<file path="src/rtl/fp_norm_pack.sv">
// fp_norm_pack: post-add normalizer/packer for the FP adder datapath.
// Normalizes {carry, hidden, fraction} one bit per cycle, strips the hidden bit, packs IEEE-754.
// Optional build macro FP_ROUND_EN: ties-to-even rounding of the bit dropped by a right shift.
module fp_norm_pack #(
   parameter int EXP_W  = 8,
   parameter int MANT_W = 23
) (
   input  logic                    clk,
   input  logic                    rst_n,
   input  logic                    in_valid,
   output logic                    in_ready,
   input  logic                    in_sign,
   input  logic [EXP_W-1:0]        in_exp,
   input  logic [MANT_W+1:0]       in_mant,
   output logic                    out_valid,
   input  logic                    out_ready,
   output logic [EXP_W+MANT_W:0]   out_result,
   output logic                    out_ovf,
   output logic                    out_unf
);

   // Exponent is tracked one bit wider than the field so +1/-1 steps never wrap.
   localparam logic [EXP_W:0]    EXP_MAX  = {1'b0, {EXP_W{1'b1}}};
   localparam logic [EXP_W:0]    EXP_ONE  = {{EXP_W{1'b0}}, 1'b1};
   localparam logic [MANT_W+1:0] MANT_ONE = {{(MANT_W+1){1'b0}}, 1'b1};

   typedef enum logic [1:0] {S_IDLE, S_NORM, S_OUT} state_t;

   state_t                  r_state, w_state_nxt;
   logic                    r_sign;
   logic [EXP_W:0]          r_exp;
   logic [MANT_W+1:0]       r_mant;
   logic                    r_special;
   logic [EXP_W+MANT_W:0]   r_result;
   logic                    r_ovf;
   logic                    r_unf;
`ifdef FP_ROUND_EN
   logic                    r_rnd;
   logic                    w_rnd_nxt;
`endif

   logic                    w_capture;
   logic                    w_done;
   logic                    w_ovf;
   logic                    w_unf;
   logic                    w_zero;
   logic [EXP_W:0]          w_exp_nxt;
   logic [MANT_W+1:0]       w_mant_nxt;
   logic [EXP_W-1:0]        w_res_exp;
   logic [MANT_W-1:0]       w_res_frac;

   assign w_capture = in_valid && in_ready;

   // State register
   always_ff @(posedge clk or negedge rst_n) begin
      if (!rst_n) r_state <= S_IDLE;
      else        r_state <= w_state_nxt;
   end

   // Next-state logic: NORM exits as soon as the datapath reports a terminal action
   always_comb begin
      w_state_nxt = r_state;
      case (r_state)
         S_IDLE:  if (w_capture)             w_state_nxt = S_NORM;
         S_NORM:  if (w_done)                w_state_nxt = S_OUT;
         S_OUT:   if (out_ready)             w_state_nxt = S_IDLE;
         default:                            w_state_nxt = S_IDLE;
      endcase
   end

   // FSM outputs
   always_comb begin
      in_ready  = (r_state == S_IDLE);
      out_valid = (r_state == S_OUT);
   end

   // One normalization action per cycle, in priority order
   always_comb begin
      w_done     = 1'b0;
      w_ovf      = 1'b0;
      w_unf      = 1'b0;
      w_zero     = 1'b0;
      w_exp_nxt  = r_exp;
      w_mant_nxt = r_mant;
`ifdef FP_ROUND_EN
      w_rnd_nxt  = 1'b0;
`endif
      if (r_special) begin
         w_done = 1'b1;
`ifdef FP_ROUND_EN
      end else if (r_rnd) begin
         // Deferred round-up; a carry out is picked up by the right-shift rule next cycle
         w_mant_nxt = r_mant + MANT_ONE;
`endif
      end else if (r_mant == '0) begin
         w_done = 1'b1;
         w_zero = 1'b1;
      end else if (r_mant[MANT_W+1]) begin
         w_mant_nxt = r_mant >> 1;
         w_exp_nxt  = r_exp + EXP_ONE;
         if (w_exp_nxt == EXP_MAX) begin
            w_done = 1'b1;
            w_ovf  = 1'b1;
         end
`ifdef FP_ROUND_EN
         // Guard is the dropped bit; round only on a tie with an odd result
         else w_rnd_nxt = r_mant[0] & r_mant[1];
`endif
      end else if (r_mant[MANT_W]) begin
         w_done = 1'b1;
      end else if (r_exp <= EXP_ONE) begin
         // Another left shift would need exponent 0: flush instead of going subnormal
         w_done = 1'b1;
         w_unf  = 1'b1;
      end else begin
         w_mant_nxt = r_mant << 1;
         w_exp_nxt  = r_exp - EXP_ONE;
      end
   end

   // Packed result fields for the terminal cycle
   always_comb begin
      w_res_exp  = r_exp[EXP_W-1:0];
      w_res_frac = r_mant[MANT_W-1:0];
      if (w_ovf) begin
         w_res_exp  = '1;
         w_res_frac = '0;
      end else if (w_unf || w_zero) begin
         w_res_exp  = '0;
         w_res_frac = '0;
      end
   end

   // Operand capture, per-cycle datapath update and result/flag registration
   always_ff @(posedge clk or negedge rst_n) begin
      if (!rst_n) begin
         r_sign    <= 1'b0;
         r_exp     <= '0;
         r_mant    <= '0;
         r_special <= 1'b0;
         r_result  <= '0;
         r_ovf     <= 1'b0;
         r_unf     <= 1'b0;
`ifdef FP_ROUND_EN
         r_rnd     <= 1'b0;
`endif
      end else if (w_capture) begin
         r_sign    <= in_sign;
         r_exp     <= {1'b0, in_exp};
         r_mant    <= in_mant;
         r_special <= &in_exp;
         r_ovf     <= 1'b0;
         r_unf     <= 1'b0;
`ifdef FP_ROUND_EN
         r_rnd     <= 1'b0;
`endif
      end else if (r_state == S_NORM) begin
         if (w_done) begin
            r_result <= {r_sign, w_res_exp, w_res_frac};
            r_ovf    <= w_ovf;
            r_unf    <= w_unf;
         end else begin
            r_exp    <= w_exp_nxt;
            r_mant   <= w_mant_nxt;
         end
`ifdef FP_ROUND_EN
         r_rnd <= w_rnd_nxt;
`endif
      end
   end

   assign out_result = r_result;
   assign out_ovf    = r_ovf;
   assign out_unf    = r_unf;

endmodule

</file>
<file path="config.mk">
export PLATFORM = sky130hd
export DESIGN_NAME = fp_norm_pack
export DESIGN_NICKNAME = d
export VERILOG_FILES = /design/src/rtl/fp_norm_pack.sv
export SDC_FILE = /design/constraint.sdc
export NUM_CORES = 1
export LEC_CHECK = 0
export ABC_AREA = 1
export BUFFER_PORTS_ARGS = -buffer_cell sky130_fd_sc_hd__buf_2
export CAP_MARGIN = 10
export CORE_MARGIN = 2
export CORE_UTILIZATION = 48
export DETAILED_ROUTE_END_ITERATION = 16
export PLACE_DENSITY = 0.73
export SYNTH_ARGS = -nofsm -noshare
export SYNTH_HDL_FRONTEND = slang
export SYNTH_SLANG_ARGS = --single-unit
</file>
<file path="constraint.sdc">
create_clock -name clk -period 1.9 [get_ports clk]
set_input_delay 0.475 -clock clk [delete_from_list [all_inputs] [get_ports clk]]
set_output_delay 0.475 -clock clk [all_outputs]
set_load 0.01 [all_outputs]
</file>
==> run summary <==
The flow ran to the end, but the final reports show violations. The final reports fail on setup timing. After synthesis, the most frequently instantiated cells are sky130_fd_sc_hd__nand2_1, sky130_fd_sc_hd__dfrtp_1, sky130_fd_sc_hd__nand3_1. The critical path goes through ha_4, nand2_4, inv_4, nand2_4, nor2_4, nor2_4, nand2_2, nor2_4, nand2_4, nand3_4, nand2_8, clkbuf_16, nand2_1, nand2_1. The warning count from the yosys run is 0. The remaining global-route overflow is 0. The layout overhead on the synthesized area is 29.4%. The initial core utilization is 0.491. The netlist area before placement came out at 4500 um^2. The global placement routability congestion is just under 0.9. The cell family contributing the most delay on the critical path is simple AND/OR/NAND/NOR gates. The die outline height came out at 101 um. The count of pins over their slew limit came to 0. The die is around 100 um wide. The final cycle utilization of the critical path came out at 1.04. The overall fraction of global-route tracks in use is 0.253.

The pin count of the biggest net entering global routing came out at between 70 and 80. After filler insertion, the fill cell instance count of the layout stands at just under 800. The largest fanout on the critical path is 10.

The per-cell via count in the routed design came out at roughly 5.6. The completed layout was analyzed and its total power is 10.3 mW. Counting I/O delays and the setup requirement, the final critical path takes approximately 2.0 ns. The remaining design rule violation count is 0. The number of nets handed over by synthesis was just under 700.

Of all cell types, the one taking the most synthesized area is sky130_fd_sc_hd__dfrtp_1. The count of nets after finishing came out at between 700 and 800. The mean area per synthesized cell came out at roughly 7.0 um^2. The worst path arrival time came out at 2.23 ns. The clock transition at the registers of the reported paths came out at 0.08 ns. For this run, the leading register cell type out of synthesis is sky130_fd_sc_hd__dfrtp_1.

The first detailed-routing pass ran for 5 iterations. Clock tree synthesis selected as its root buffer the cell sky130_fd_sc_hd__clkbuf_8. The worst setup path is of the reg -> reg kind.

The number of placement rows came out at 35. The flop and latch count out of synthesis came out at 72. The global-route wire length before repair is between 20,000 and 25,000 um. The antenna violation net count after detailed routing came out at 0. Based on the critical path, the design can be clocked at up to approximately 500 MHz. The launching point of the worst reg2reg path is r_exp[0]. For this design the static power due to leakage is slightly above 3 nW. The fraction of layout instances using a drive strength above 1 came out at 0.318. Among all cell types in the netlist, the one instantiated most often is sky130_fd_sc_hd__nand2_1. The async set-reset flop share out of synthesis is 1.00.

The clock reaches the later pin of the worst-skew pair after around 0.36 ns. The routed wire length per instance came out at around 16 um. STA classifies the critical path startpoint as a flip-flop. The number of top-level pins came out at between 70 and 80.

CTS saw slightly above 70 sinks. By area the synthesized netlist is led by sky130_fd_sc_hd__dfrtp_1, sky130_fd_sc_hd__nand2_1, sky130_fd_sc_hd__nand3_1. The sum of negative setup slack came out at -1.09 ns.

The power density normalized to cell area came out at around 1800 nW/um^2. The HPWL after detailed placement is approximately 9000 um. The first routing iteration left 399 violations. The post-detailed-routing wire length is 13,400 um.

The area share of the largest cell type after synthesis is 0.401. Across the whole layout, storage elements account for roughly 1800 um^2. The die area is 10,200 um^2. Setup repair after global routing could not meet its margin everywhere.

At the worst endpoint, the required time is 2.15 ns. In this run, synthesis inferred 0 flip-flops with an integrated enable. Summing over every cut layer, the via total after detailed routing is 4,830. Max-cap violations in this run came to 0. The worst pin sits at a relative slew slack of 0.574.

The H-tree was split into 3 levels. The placeable core region is approximately 9000 um^2. On the worst path, the slowest cell contributes a delay of between 0.4 and 0.5 ns. Buffers inserted during clock tree synthesis total 9. The count of port buffers added during placement is 73. The worst min-delay path class is in -> async. The timing startpoint of the critical path is r_exp[0]. The post-synthesis cell type count is 32. The number of antenna violations at the first check in global routing came out at 0. The multi-input combinational cell area came out at 2540 um^2. The number of global-route vias before repair came out at between 4,000 and 5,000. The worst-path cell with the longest stage delay is sky130_fd_sc_hd__dfrtp_1. The number of antenna diodes is 0. The post-route worst setup slack came out at -0.0817 ns. The worst-case IR drop observed on VDD is between 0.0006 and 0.0007 V. The sequential fraction of the synthesis area is 0.401. The endpoint type of the worst setup path is a flip-flop. The worst clock skew came out at around 0.010 ns.

The setup-violating endpoint count in the final report came out at 55. The final number of hold-violating endpoints came out at 0. After technology mapping, the gate count stands at approximately 640.

The maximum buffer depth of the clock tree is 2. The buffers plus inverters on the worst setup path is 2. The transition time at the pin with the least slew margin came out at ~0.64 ns. TritonCTS built the clock tree.
==> registers in the layout, summed over array words and instances, names as in the netlist <==
register	flops
out_result	32
r_mant	25
r_exp	9
r_state	2
out_ovf	1
out_unf	1
r_sign	1
r_special	1
==> metrics by stage <==
step	std cells	cell area (um^2)	worst slack [ns]	util	hold slack, ns
2_1_floorplan	643	4500	0.00788	-	0.179
3_3_place_gp	828	5150	-0.0992	0.563	0.464
3_5_place_dp	828	5150	-0.139	0.563	0.466
4_1_cts	848	5460	-0.0562	0.597	0.155
5_1_grt	856	5820	-0.187	0.636	0.175
6_report	856	5820	-0.0817	0.636	0.148
==> kinds of logic after synthesis <==
| family | share of synthesized area |
|---|---|
| buf+inv | 0.0921 |
| compound gates | 0.111 |
| xor+xnor | 0.00946 |
| simple gates | 0.376 |
| fa+ha+maj | 0.0111 |
| flops | 0.401 |
==> final timing paths <==
check	to	slack [ns]	depth (start not counted)
setup reg to reg	r_mant[2]	-0.08	14
hold reg to reg	out_result[11]	0.48	2
max in group asynchronous	out_result[7]	1.45	2
setup / recovery	r_mant[2]	-0.08	14
hold / removal	r_exp[2]	0.15	2
min in group clk	r_state[1]	0.29	2
==> cells in the final DEF (no fill, tap or decap), types with 3 or more instances in the layout <==
| master | count |
|---|---|
| sky130_fd_sc_hd__nand2_1 | 167 |
| sky130_fd_sc_hd__buf_2 | 73 |
| sky130_fd_sc_hd__dfrtp_1 | 68 |
| sky130_fd_sc_hd__nand3_1 | 61 |
| sky130_fd_sc_hd__a21oi_1 | 49 |
| sky130_fd_sc_hd__buf_4 | 44 |
| sky130_fd_sc_hd__nand2_2 | 42 |
| sky130_fd_sc_hd__nor2_1 | 38 |
| sky130_fd_sc_hd__inv_1 | 37 |
| sky130_fd_sc_hd__nand4_1 | 36 |
| sky130_fd_sc_hd__o21ai_0 | 25 |
| sky130_fd_sc_hd__nand2_4 | 11 |
| sky130_fd_sc_hd__clkbuf_8 | 10 |
| sky130_fd_sc_hd__nor2_4 | 9 |
| sky130_fd_sc_hd__nor2_2 | 7 |
| sky130_fd_sc_hd__o22ai_1 | 7 |
| sky130_fd_sc_hd__inv_2 | 5 |
| sky130_fd_sc_hd__buf_6 | 5 |
| sky130_fd_sc_hd__o21ai_1 | 4 |
| sky130_fd_sc_hd__buf_12 | 4 |
| sky130_fd_sc_hd__dfrtp_2 | 4 |
| sky130_fd_sc_hd__nor3_1 | 3 |
| sky130_fd_sc_hd__xor2_1 | 3 |
| sky130_fd_sc_hd__ha_1 | 3 |
| sky130_fd_sc_hd__clkbuf_16 | 3 |
==> area by class of cell <==
cell class              count  area share
clock inverters             6      0.0116
inverters                  45      0.0299
repair buffers            131       0.163
clock buffers              10      0.0237
multi-input cells         481       0.437
well taps                 111      0.0239
flip-flops and latches     72       0.311
==> layer usage <==
| metal | vias up | part of all wire | track usage |
|---|---|---|---|
| met5 | - | 0 | 0 |
| met4 | 0 | 0.018 | 0.0748 |
| met3 | 29 | 0.095 | 0.0319 |
| met2 | 267 | 0.44 | 0.372 |
| met1 | 2226 | 0.44 | 0.389 |
| li1 | 2308 | - | - |
==> power breakdown <==
part           total (mW)  switching [mW]  internal [mW]  leakage [nW]
clock network        1.28           0.633          0.647        0.0989
logic                6.28            3.73           2.55          2.03
registers            2.77           0.600           2.17         0.926
total                10.3            4.96           5.36          3.06
==> worst register-to-register path, delay by kind of cell, from the launching register on <==
kind                     cells  cell delay (ns)
flip-flops                   1             0.42
adder cells (fa/ha/maj)      1             0.19
buffers and inverters        2             0.25
AND/OR/NAND/NOR             11             1.03
==> what timing repair did <==
action,4_1_cts,5_1_grt
gates resized for setup,16,76
cloned,1,3
hold buffers,0,0
setup buffers,3,5
endpoints found under the setup margin,70,70
pin swaps,5,12
Note: power is estimated with default switching activity, not from simulation.
